[src/rtl/shift_reg_pkg.sv]
// Shared types for the universal shift register family: manual op codes and burst FSM states.
package shift_reg_pkg;

    typedef enum logic [1:0] {
        MODE_HOLD = 2'b00,
        MODE_SHR  = 2'b01,
        MODE_SHL  = 2'b10,
        MODE_LOAD = 2'b11
    } mode_e;

    typedef enum logic {
        ST_IDLE  = 1'b0,
        ST_BURST = 1'b1
    } state_e;

    // MSB-first bursts shift toward the MSB so q[WIDTH-1] is presented first.
    function automatic mode_e burst_op(input bit msb_first);
        return msb_first ? MODE_SHL : MODE_SHR;
    endfunction

endpackage

[src/rtl/shift_reg_core.sv]
// WIDTH-bit register with hold / shift-right / shift-left / parallel-load op select.
module shift_reg_core
    import shift_reg_pkg::*;
#(
    parameter int unsigned WIDTH = 8
) (
    input  logic             clk,
    input  logic             clear,
    input  mode_e            i_op,
    input  logic             i_ser_in,
    input  logic [WIDTH-1:0] i_par_in,
    output logic [WIDTH-1:0] o_q
);

    logic [WIDTH-1:0] r_q;

    always_ff @(posedge clk or posedge clear) begin
        if (clear) begin
            r_q <= '0;
        end else begin
            case (i_op)
                MODE_HOLD: r_q <= r_q;
                MODE_SHR:  r_q <= {i_ser_in, r_q[WIDTH-1:1]};
                MODE_SHL:  r_q <= {r_q[WIDTH-2:0], i_ser_in};
                MODE_LOAD: r_q <= i_par_in;
                default:   r_q <= r_q;
            endcase
        end
    end

    assign o_q = r_q;

endmodule

[src/rtl/shift_register_universal.sv]
// Universal shift register with a self-timed full-duplex burst engine (load, then WIDTH shifts).
module shift_register_universal #(
    parameter int unsigned WIDTH     = 8,
    parameter bit          MSB_FIRST = 1'b1
) (
    input  logic                       clk,
    input  logic                       clear,
    input  logic                       en,
    input  logic [1:0]                 mode,
    input  logic                       ser_in,
    input  logic [WIDTH-1:0]           par_in,
    input  logic                       start,
    output logic [WIDTH-1:0]           q,
    output logic                       ser_out,
    output logic                       busy,
    output logic                       done,
    output logic [$clog2(WIDTH+1)-1:0] cnt
);

    import shift_reg_pkg::*;

    localparam int unsigned      CNT_W    = $clog2(WIDTH + 1);
    localparam mode_e            BURST_OP = burst_op(MSB_FIRST);
    localparam logic [CNT_W-1:0] LAST_CNT = CNT_W'(WIDTH - 1);

    state_e           r_state;
    state_e           w_state_next;
    logic [CNT_W-1:0] r_cnt;
    logic [CNT_W-1:0] w_cnt_next;
    logic             r_done;
    logic             w_done_next;
    mode_e            w_op;

    always_ff @(posedge clk or posedge clear) begin
        if (clear) begin
            r_state <= ST_IDLE;
            r_cnt   <= '0;
            r_done  <= 1'b0;
        end else begin
            r_state <= w_state_next;
            r_cnt   <= w_cnt_next;
            r_done  <= w_done_next;
        end
    end

    // Start wins over manual ops; a burst ignores every control input until its last shift.
    always_comb begin
        w_state_next = r_state;
        w_cnt_next   = r_cnt;
        w_done_next  = 1'b0;
        w_op         = MODE_HOLD;
        case (r_state)
            ST_IDLE: begin
                if (start) begin
                    w_op         = MODE_LOAD;
                    w_cnt_next   = '0;
                    w_state_next = ST_BURST;
                end else if (en) begin
                    w_op = mode_e'(mode);
                end
            end
            ST_BURST: begin
                w_op       = BURST_OP;
                w_cnt_next = r_cnt + CNT_W'(1);
                if (r_cnt == LAST_CNT) begin
                    w_state_next = ST_IDLE;
                    w_done_next  = 1'b1;
                end
            end
            default: begin
                w_state_next = ST_IDLE;
            end
        endcase
    end

    shift_reg_core #(
        .WIDTH (WIDTH)
    ) u_core (
        .clk      (clk),
        .clear    (clear),
        .i_op     (w_op),
        .i_ser_in (ser_in),
        .i_par_in (par_in),
        .o_q      (q)
    );

    assign ser_out = MSB_FIRST ? q[WIDTH-1] : q[0];
    assign busy    = (r_state == ST_BURST);
    assign done    = r_done;
    assign cnt     = r_cnt;

endmodule
[config.mk]
export PLATFORM = sky130hd
export DESIGN_NAME = shift_register_universal
export DESIGN_NICKNAME = d
export VERILOG_FILES = /design/src/rtl/shift_reg_pkg.sv /design/src/rtl/shift_reg_core.sv /design/src/rtl/shift_register_universal.sv
export SDC_FILE = /design/constraint.sdc
export NUM_CORES = 1
export LEC_CHECK = 0
export CAP_MARGIN = 20
export CORE_MARGIN = 4
export CORE_UTILIZATION = 40
export CTS_BUF_LIST = sky130_fd_sc_hd__clkbuf_2 sky130_fd_sc_hd__clkbuf_4 sky130_fd_sc_hd__clkbuf_8
export DETAILED_ROUTE_END_ITERATION = 10
export PLACE_DENSITY = 0.78
export SLEW_MARGIN = 20
export SYNTH_ARGS = -nofsm -noshare
export SYNTH_HDL_FRONTEND = slang
export SYNTH_SLANG_ARGS = --single-unit
[constraint.sdc]
create_clock -name clk -period 1.1 [get_ports clk]
set_input_delay 0.165 -clock clk [delete_from_list [all_inputs] [get_ports clk]]
set_output_delay 0.165 -clock clk [all_outputs]
set_load 0.005 [all_outputs]
==> results.md <==
- Status: finished, violations left
- Violated checks: negative setup slack
- Fin crit period: 1.300 ns
- Final nets: 159
- Worst-Margin Slew: 0.3409 ns
- First drt pass iteration count: 5
- Register area: 351.6 um^2
- Post-DP HPWL: 1.579 mm
- Net Sw Power: 1235 uW
- CTS Buffer Depth: 2
- Ant. Diodes: 0
- Number of global-route vias before repair: 900
- Largest net degree at the start of global routing: 15
- Reg2Reg Setup Slack: -0.20 ns
- Yosys top cell by area: dfrtp_1
- Clock Root Buffer: clkbuf_4
- Initial antenna violation count: 0
- CP required: 1.27 ns
- Max Clock Skew: 0.003076 ns
- FF+latch count, synth: 14
- Fin util: 77.12%
- Number of DRC markers in iteration 0: 61
- GRT Total Usage: 21.28%
- Reported max-cap violation count: 0
- Seq pwr share: 27.3%
- Post-synth ARST share: 100.0%
- Port buffer count: 29
- Final worst-path cycle share: 118.2%
- Routed wire length: 2.681 mm
- Global-route wire length before repair: 4.133 mm
- Top cells by area, synth: dfrtp_1 45%, a222oi_1 9.1%, nor2_1 8.3%, nor2b_1 7.3%, o21ai_0 7.1%
- Fillers: 121
- Yosys cell types: 20
- Final setup viols: 12
- Final ANT Viol Nets: 0
- Area grow syn2layout: 78.12%
- EDFF count, synth: 0
- CTS tree: built
- Core box area: 1783 um^2
- CTS Sinks: 14
- Die area: 2697 um^2
- Sequential share of the synthesized area: 45.38%
- Final cell count without fillers: 167
- PwrDens: 2469 nW/um^2
- Worst vdd ir: 1.472 mV
- CP endpoint kind: register
- Ys Warns: 0
- Post-Synthesis Cells: 86
- Tot Pwr: 3395 uW
- Sw Share: 36.37%
- Row count: 15
- Setup ws final: -0.1999 ns
- Pint: 2161 uW
- Die width: 51.93 um
- DR DRC count: 0
- Die height: 51.93 um
- Combinational share of power: 61.7%
- Most common cell after layout, fill and taps aside: buf_4
- Vias per cell: 5.581
- Max Slew Vio Count: 0
- Worst-path clk slew: 0.09 ns
- WL/cell: 16.05 um
- Clock Power Share: 11.0%
- CTS H-Tree Depth: 1
- Initial Util: 43.30%
- Net count after synthesis: 102
- Avg Inst Size Synth: 8.977 um^2
- Footprint of the multi-input gates: 442.9 um^2
- Hold Violations, Final: 0
- Layout cells sized above 1: 36.62%
- Fin area: 1375 um^2
- Critical Path AT: 1.47 ns
- Setup TNS: -1.550 ns
- Skew-Pair Late Insertion Delay: 0.28 ns
- Slew margin rel.: 77.27%
- Crit-path max FO: 8
- Min-Delay Path Class: input pin to asynchronous set/reset pin
- RSZ-0062 raised after global routing: yes
- CP Class: register to register
- Post-DP Area: 1159 um^2
- Synthesized area: 772.0 um^2
- Crit start category: register
- Grt total ovfl: 0
- Routability congestion estimate: 0.8285
- I/O Pins: 30
- Max Fclk: 769.3 MHz
- Commonest non-fill, non-tap cells in the layout: 26 x buf_4, 14 x nor2_1, 13 x dfrtp_1, 12 x clkdlybuf4s50_1, 10 x clkdlybuf4s15_1
- Routed vias: 932
- Top_reg_cell synth: dfrtp_1
- Inst Count DP: 148
- CTS buffer count: 3
- LEAKAGE: 0.0006240 uW
- Area fraction of the dominant cell type after synthesis: 45.38%
layer usage:
| layer | part of all wire [%] | global-route usage, % | vias up |
|---|---|---|---|
| met4 | 3.7 | 11.79 | 0 |
| met1 | 37 | 23.53 | 437 |
| li1 | - | - | 420 |
| met5 | 0 | 0 | - |
| met3 | 8.6 | 3.152 | 10 |
| met2 | 51 | 38.28 | 65 |
sequential cells by signal, summed over array words and instances, names as in the netlist:
signal,cells
busy,1
cnt,4
done,1
u_core.o_q,8
kinds of logic (layout without fill, tap and decap cells):
group,after synthesis,in the layout,share of synthesized area [%]
flip-flops,14,14,45.38
adder cells (fa/ha/maj),1,1,1.620
buffers and inverters,8,64,6.159
AND/OR/NAND/NOR,37,37,22.37
AO/OA/AOI/OAI,25,25,23.02
multiplexers,1,1,1.459
Yosys cell counts (2+ instances only):
| cell | n |
|---|---|
| a21oi_1 | 2 |
| a222oi_1 | 7 |
| buf_2 | 2 |
| buf_4 | 4 |
| dfrtp_1 | 14 |
| inv_1 | 2 |
| nand2_1 | 6 |
| nor2_1 | 17 |
| nor2_2 | 3 |
| nor2b_1 | 9 |
| o21ai_0 | 11 |
stage by stage:
step,hold slack (ns),setup WS (ns)
final,0.1875,-0.1999
after global routing,0.2010,-0.2436
after CTS,0.1828,-0.2056
after detailed placement,0.4916,-0.5758
after global placement,0.4783,-0.5552
after floorplan,0.05422,-0.04372
what timing repair did:
action | 4_1_cts | 5_1_grt
hold buffers | 0 | 0
gates resized for setup | 43 | 17
endpoints found under the setup margin | 24 | 21
pin swaps | 12 | 6
setup buffers | 14 | 1
final timing paths:
| path | startpoint | depth (start not counted) | end |
|---|---|---|---|
| worst min-delay path | clear | 3 | busy |
| worst max register to register | busy | 5 | u_core.o_q[5] |
| min in group clk | start | 2 | cnt[1] |
| worst min register to register | cnt[2] | 2 | cnt[2] |
| max in group asynchronous | clear | 3 | busy |
| worst max-delay path | busy | 5 | u_core.o_q[5] |
power groups by stage:
stage               Sequential, uW  Combinational, uW  Clock [uW]
floorplan                      997                730           0
finish                         927               2100         373
CTS                            911               1930         384
detailed placement            1010               1560           0
global placement               997               1530           0
global route                   959               2250         411
layout make-up:
class | instances | share of cell area (%)
timing repair buffer | 58 | 36.76
inverter | 2 | 0.5460
multi-input combinational | 64 | 32.21
clock buffer | 4 | 2.639
sequential | 14 | 25.57
tap | 25 | 2.275
critical path, cell delays in order, from the launching register on:
cell     delay (ns)
dfrtp_2        0.45
buf_6          0.13
a31o_4         0.23
buf_4          0.14
a22oi_2        0.16
a21oi_2        0.08
No activity file was read; power rests on OpenSTA's default activity.
